**config.mk**
```make
export PLATFORM = sky130hd
export DESIGN_NAME = serial_adder
export DESIGN_NICKNAME = d
export VERILOG_FILES = /design/src/rtl/serial_adder_pkg.sv /design/src/rtl/serial_adder_full_adder.sv /design/src/rtl/serial_adder.sv
export SDC_FILE = /design/constraint.sdc
export NUM_CORES = 1
export LEC_CHECK = 0
export CORE_MARGIN = 2
export CORE_UTILIZATION = 50
export CTS_CLUSTER_DIAMETER = 80
export DETAILED_ROUTE_END_ITERATION = 10
export PLACE_DENSITY = 0.77
export SLEW_MARGIN = 15
export SYNTH_ARGS = -nofsm -noshare
export SYNTH_HDL_FRONTEND = slang
export SYNTH_SLANG_ARGS = --single-unit
```
**constraint.sdc**
```tcl
create_clock -name clk -period 1.63 [get_ports clk]
set_input_delay 0.2445 -clock clk [delete_from_list [all_inputs] [get_ports clk]]
set_output_delay 0.2445 -clock clk [all_outputs]
set_load 0.1 [all_outputs]
```
**src/rtl/serial_adder_pkg.sv**
```systemverilog
// Shared definitions for the bit-serial adder: FSM encoding and counter sizing.
package serial_adder_pkg;

   typedef enum logic [1:0] {
      IDLE = 2'd0,
      RUN  = 2'd1,
      DONE = 2'd2
   } state_t;

   // One extra bit keeps the counter non-zero width when the operand is a single bit.
   function automatic int cnt_width(input int w);
      return $clog2(w) + 1;
   endfunction

endpackage

```
**src/rtl/serial_adder_full_adder.sv**
```systemverilog
// Single-bit full adder cell, reused every cycle by the serial adder.
module full_adder (
   input  logic a,
   input  logic b,
   input  logic cin,
   output logic s,
   output logic cout
);

   assign s    = a ^ b ^ cin;
   assign cout = (a & b) | (cin & (a ^ b));

endmodule

```
**src/rtl/serial_adder.sv**
```systemverilog
// Bit-serial adder: one full_adder cell walks the operands LSB first over WIDTH cycles.
//
//   state | meaning
//   IDLE  | waiting for start; operands captured on start
//   RUN   | one operand bit per cycle through the cell, carry held in a flop
//   DONE  | result valid for one cycle; start here begins the next addition
module serial_adder
   import serial_adder_pkg::*;
#(
   parameter int WIDTH = 8
) (
   input  logic             clk,
   input  logic             reset_n,
   input  logic             start,
   input  logic [WIDTH-1:0] a,
   input  logic [WIDTH-1:0] b,
   input  logic             cin,
   output logic             busy,
   output logic             done,
   output logic [WIDTH-1:0] sum,
   output logic             cout
);

   localparam int CW = cnt_width(WIDTH);

   state_t           state;
   state_t           state_nxt;
   logic [WIDTH-1:0] a_sr;
   logic [WIDTH-1:0] b_sr;
   logic [WIDTH-1:0] s_sr;
   logic [WIDTH-1:0] s_shift;
   logic [CW-1:0]    count;
   logic             carry;
   logic             fa_s;
   logic             fa_cout;
   logic             last;

   full_adder u_fa (
      .a    (a_sr[0]),
      .b    (b_sr[0]),
      .cin  (carry),
      .s    (fa_s),
      .cout (fa_cout)
   );

   // New sum bit enters at the MSB; written as a shift so WIDTH=1 needs no special case.
   assign s_shift = (s_sr >> 1) | (WIDTH'(fa_s) << (WIDTH - 1));
   assign last    = (count == CW'(WIDTH - 1));

   always_ff @(posedge clk) begin
      if (!reset_n) begin
         state <= IDLE;
      end else begin
         state <= state_nxt;
      end
   end

   always_comb begin
      state_nxt = state;
      case (state)
         IDLE:    state_nxt = start ? RUN : IDLE;
         RUN:     state_nxt = last ? DONE : RUN;
         DONE:    state_nxt = start ? RUN : IDLE;
         default: state_nxt = IDLE;
      endcase
   end

   always_comb begin
      busy = 1'b0;
      done = 1'b0;
      case (state)
         RUN:     busy = 1'b1;
         DONE:    done = 1'b1;
         default: ;
      endcase
   end

   always_ff @(posedge clk) begin
      if (!reset_n) begin
         a_sr  <= '0;
         b_sr  <= '0;
         s_sr  <= '0;
         count <= '0;
         carry <= 1'b0;
         sum   <= '0;
         cout  <= 1'b0;
      end else begin
         case (state)
            IDLE, DONE: begin
               if (start) begin
                  a_sr  <= a;
                  b_sr  <= b;
                  carry <= cin;
                  count <= '0;
               end
            end
            RUN: begin
               carry <= fa_cout;
               s_sr  <= s_shift;
               a_sr  <= a_sr >> 1;
               b_sr  <= b_sr >> 1;
               count <= count + 1'b1;
               if (last) begin
                  sum  <= s_shift;
                  cout <= fa_cout;
               end
            end
            default: ;
         endcase
      end
   end

endmodule

```
; Word level (Yosys, flattened, before mapping)
; Index checks and enable logic that the tools add are counted.
[word_totals]
register_bits = 40
inputBits = 20
out_inout_bits = 11
wordCells = 37
[classes]
addsub = 1
n_eq_ne = 4
muxes = 13
bitwise = 6
n_reduce_logical = 5
[op_table]
columns = operator, n
row1 = $pmux W8 S2, 2
row2 = $mux W8, 2
row3 = $or A7 B8 Y8, 1
row4 = $pmux W4 S2, 1
row5 = $add A4 B1 Y4 const B, 1
row6 = $eq A4 B3 Y1 const B, 1
row7 = $mux W1, 4
row8 = $mux W4, 1
row9 = $pmux W2 S2, 1
row10 = $reduce_and A2 Y1, 2
row11 = $and A1 B1 Y1, 2
row12 = $eq A2 B1 Y1 const B, 1
row13 = $eq A2 B2 Y1 const B, 1
row14 = $logic_not A2 Y1, 1
row15 = $mux W2, 1
row16 = $ne A2 B1 Y1 const B, 1
row17 = $pmux W1 S2, 1
row18 = $reduce_bool A2 Y1, 1
row19 = $reduce_or A2 Y1, 1
row20 = $xor A1 B1 Y1, 2
row21 = $or A1 B1 Y1, 1

; Depth between registers and ports, before layout
; Gate-level depths: netlist of the first run.
[logic_depth]
word_depth = 4
mapped_depth = 5
ltp_nobuf = 4

; Cells and area by module
; A second synthesis of the first run with hierarchy kept.
[unflattened]
hier_cells = 178
hier_area_um2 = 1612.8
[by_module_without_submodules]
columns = module, n_inst, cells_per_inst, area_per_inst_um2, seq_area_each_um2
row1 = serial_adder, 1, 177, 1592.8, 780.7
row2 = full_adder, 1, 1, 20.0, 0.0

; Worst setup path before layout of the first run
; Ideal clock, no wire load.
[synth_path]
kind = register -> output
startpoint = register state[0]
endpoint = output done
arrival_ns = 1.664
required_ns = 1.385
setup_slack_ns = -0.278
path_stages_with_launch = 2
n_path_buf = 0
cell_sequence = dfxtp_1 > nor2b_1
[synth_via]
elab_chain_len = 2
[synth_lines]
columns = element, line
row1 = "start, declared", serial_adder.sv:26  ; state_t state;
row2 = "start signal, assigned", serial_adder.sv:54  ; state <= state_nxt;
row3 = $eq A2 B2 Y1, serial_adder.sv:71  ; case (state)
row4 = $mux W1, serial_adder.sv:71
row5 = "end, declared", serial_adder.sv:19  ; output logic done,
; No other way between the ends.

; Worst setup path after layout of the first run
[layout_path]
startpoint = register state[0]
endpoint = output busy
[layout_via]
elab_chain_len = 2
[layout_lines]
columns = element, line
row1 = $eq A2 B1 Y1, serial_adder.sv:71
row2 = $mux W1, serial_adder.sv:71
row3 = "end, declared", serial_adder.sv:18  ; output logic busy,
; No other way between the ends.

==> impl_results.md, run 1 <==
- Routed via count: 1365
- Sw frac: 0.2329
- Worst VDD drop: 0.001129 V
- Wire length per cell: 12.60 um
- Synth top area share: 0.4841
- Drt initial violations: 101
- R2r worst-path depth: 4
- Slowest stage delay, CP: 440 ps
- Top-level I/O count: 31
- Setup crit end: busy
- Fin util: 0.7074
- Clock skew: 15.29 ps
- Initial antenna violation count: 0
- Required time of the critical path: 1390 ps
- Worst path depth: 3
- RR Endpoint: sum[6]
- Hold Crit Class: primary input to register
- Commonest non-fill, non-tap cell in the layout: dfxtp_1
- Mux cell area share after synthesis: 0.07137
- # hold bufs at CTS: 0
- CTS sink count: 39
- Post-synth EDFFs: 0
- Post-synth net total: 200
- Final hold slack: 447.2 ps
- Clock power frac: 0.386
- Worst Path Buf+Inv: 2
- Startpoint Class: register
- Status: complete, no violations
- Slowest CP cell: dfxtp_1
- Top cells by area, synth: dfxtp_1 (48%), a21oi_1 (8.7%), nand2_1 (8.1%), a22oi_1 (7.0%), mux2i_1 (6.2%)
- Area share of and/or/nand/nor cells after synthesis: 0.1947
- H-tree depth: 2
- Final Instance Area: 0.002160 sq mm
- Starting density of the core: 0.5283
- Worst Setup SP: state[0]
- Share of cells above drive strength 1: 0.1571
- Crit Path Max Fanout: 14
- Number of global-route vias before repair: 1273
- Max-Cap Viols: 0
- Reg power frac: 0.493
- Crit path cell chain: nand2b_4 -> inv_8 -> buf_12
- Setup-failing EPs final: 0
- Largest net degree at the start of global routing: 21
- First-pass GRT wire length: 5.326 mm
- P_int: 1.576 mW
- Max Buffers Root-to-Sink: 2
- Minimum clock period: 1523 ps
- Clock transition at path regs: 110 ps
- Inserted Clock Buffers: 5
- CP top delay family: flip-flops
- Total track usage: 0.1945
- Pwr Density: 951.4 mW/mm^2
- DP Wirelength: 2.154 mm
- Synth Area in XOR/XNOR: 0
- Max Freq: 656.6 MHz
- YS warnings: 0
- CTS root buf: clkbuf_4
- DRC violations left: 0
- Num rows: 20
- Synth Instances: 178
- CTS tree: done
- Port bufs: 30
- Complex-gate fraction of the synthesized area: 0.1645
- Final worst-path cycle share: 0.9343
- Highest-count cells in the layout ignoring fill and taps: dfxtp_1 (39), nand2_1 (35), a21oi_1 (28)
- Adder-Cell Fraction of Synth Area: 0.02017
- Post-CTS Setup Bufs: 0
- Finished Layout Cells: 254
- Ant diodes: 0
- Detail Route Antenna Nets: 0
- Reg2Reg Setup Slack: 260 ps
- Worst Setup Path Type: register to output port
- Switching pwr: 0.4786 mW
- Largest family of logic cells by synthesized area: simple AND/OR/NAND/NOR gates
- Comb pwr share: 0.121
- Die height: 60.80 um
- GR Overflow Total: 0
- R2r startpoint: count[0]
- Fin Setup TNS: 0 ps
- Die W: 60.80 um
- Flops & latches, synth: 39
- Seq/Total Area, Yosys: 0.4841
- Max-slew headroom: 0.7981
- Clk_lat worst skew: 340 ps
- Drt via density: 5.374
- DP Area: 0.002038 sq mm
- Post-synth cell types: 25
- Leakage: 0.7831 nW
- Core Region: 0.003053 sq mm
- Critical path arrival: 1280 ps
- Critical Path Sink Type: output port
- Final hold vios: 0
- Dpl cells: 245
- Die footprint: 0.003696 sq mm
- Synth Flop Type: dfxtp_1
- Slew Limit Fails: 0
- Final #Nets: 231
- Post-Syn Area: 0.001613 sq mm
- RSZ-0062 raised after global routing: no
- Cell taking the most area after synthesis: dfxtp_1
- Slew of the pin with the lowest slew margin: 301.9 ps
- Total wire length: 3.200 mm
- Synth async-reset ratio: 0
- Routability congestion estimate: 0.7495
- Drt pass-1 iters: 4
- Mean Syn Cell Area: 9.061 sq um
- Area growth, synth to finish: 33.90%
## layout make-up
type / count / area (sq um)
clock buffers: 5 / 37.54
clock inverters: 3 / 67.56
fillers: 258 / 893.4
inverters: 2 / 15.01
multi-input cells: 123 / 734.5
flip-flops and latches: 39 / 780.7
well taps: 44 / 55.05
repair buffers: 37 / 462.9
repair inverters: 1 / 6.256
## metal layers
| metal | vias up | global-route usage | share of wire |
|---|---|---|---|
| met4 | 0 | 0.1056 | 0.014 |
| met1 | 638 | 0.2238 | 0.41 |
| met3 | 5 | 0.03838 | 0.048 |
| met5 | - | 0 | 0 |
| li1 | 682 | - | - |
| met2 | 40 | 0.3379 | 0.52 |
## state kept, by name, summed over array words and instances, names as in the netlist
| signal | cells |
|---|---|
| state | 2 |
| a_sr | 8 |
| sum | 8 |
| cout | 1 |
| b_sr | 8 |
| s_sr | 7 |
| count | 4 |
| carry | 1 |
## power by group through the flow
stage / combinational [mW] / clock (mW) / sequential [mW]
2_1_floorplan: 0.166 / 0 / 1.03
3_3_place_gp: 0.230 / 0 / 1.03
3_5_place_dp: 0.240 / 0 / 1.03
4_1_cts: 0.247 / 0.803 / 1.01
5_1_grt: 0.270 / 0.839 / 1.02
6_report: 0.248 / 0.793 / 1.01
## metrics by stage
stage | total power [mW] | setup slack, ps
6_report | 2.055 | 107.1
2_1_floorplan | 1.194 | 249.9
5_1_grt | 2.126 | 40.97
4_1_cts | 2.063 | 3.129
3_5_place_dp | 1.274 | 182.5
3_3_place_gp | 1.261 | 236.7
## worst min-delay path: stages
cell and delay, ps:
clkdlybuf4s50_1 400, nand2_1 50, a21oi_1 50
## what timing repair did
item	in CTS	in global routing
gates cloned	1	0
gates resized for setup	2	1
endpoints found under the setup margin	1	1
pin swaps	0	0
## how the worst min path moves through the flow
| stage | start | to | slack [ps] | cells after the start |
|---|---|---|---|---|
| after floorplan | a[7] | a_sr[7] | 380 | 2 |
| after global placement | s_sr[1] | s_sr[1] | 440 | 2 |
| after detailed placement | s_sr[1] | s_sr[1] | 450 | 2 |
| after CTS | a[7] | a_sr[7] | 440 | 3 |
| after global routing | a[7] | a_sr[7] | 460 | 3 |
| final | a[7] | a_sr[7] | 450 | 3 |
## kinds of logic after synthesis
family,Yosys count
and+or+nand+nor,66
DFF,39
adders and majority gates,2
AOI/OAI and AO/OA,44
muxes,11
buffers and inverters,16
## synth_stat cells, types with 2 or more instances
cell      instances
a22oi_1          15
buf_2             7
buf_6             4
nand2b_1          3
nor2b_1           2
dfxtp_1          39
nand3_1          20
mux2i_1          10
nand2_1          35
a21oi_1          28
(Power assumes the default switching activity.)
==> inputs of run 2 (changes only) <==
--- a/config.mk
+++ b/config.mk
@@ -9,6 +9,7 @@
 export CORE_UTILIZATION = 50
 export CTS_CLUSTER_DIAMETER = 80
 export DETAILED_ROUTE_END_ITERATION = 10
+export HOLD_SLACK_MARGIN = 0.1
 export PLACE_DENSITY = 0.77
 export SLEW_MARGIN = 15
 export SYNTH_ARGS = -nofsm -noshare
==> results of run 2 <==
No change in the layout: final DEF, timing and power equal those of run 1.
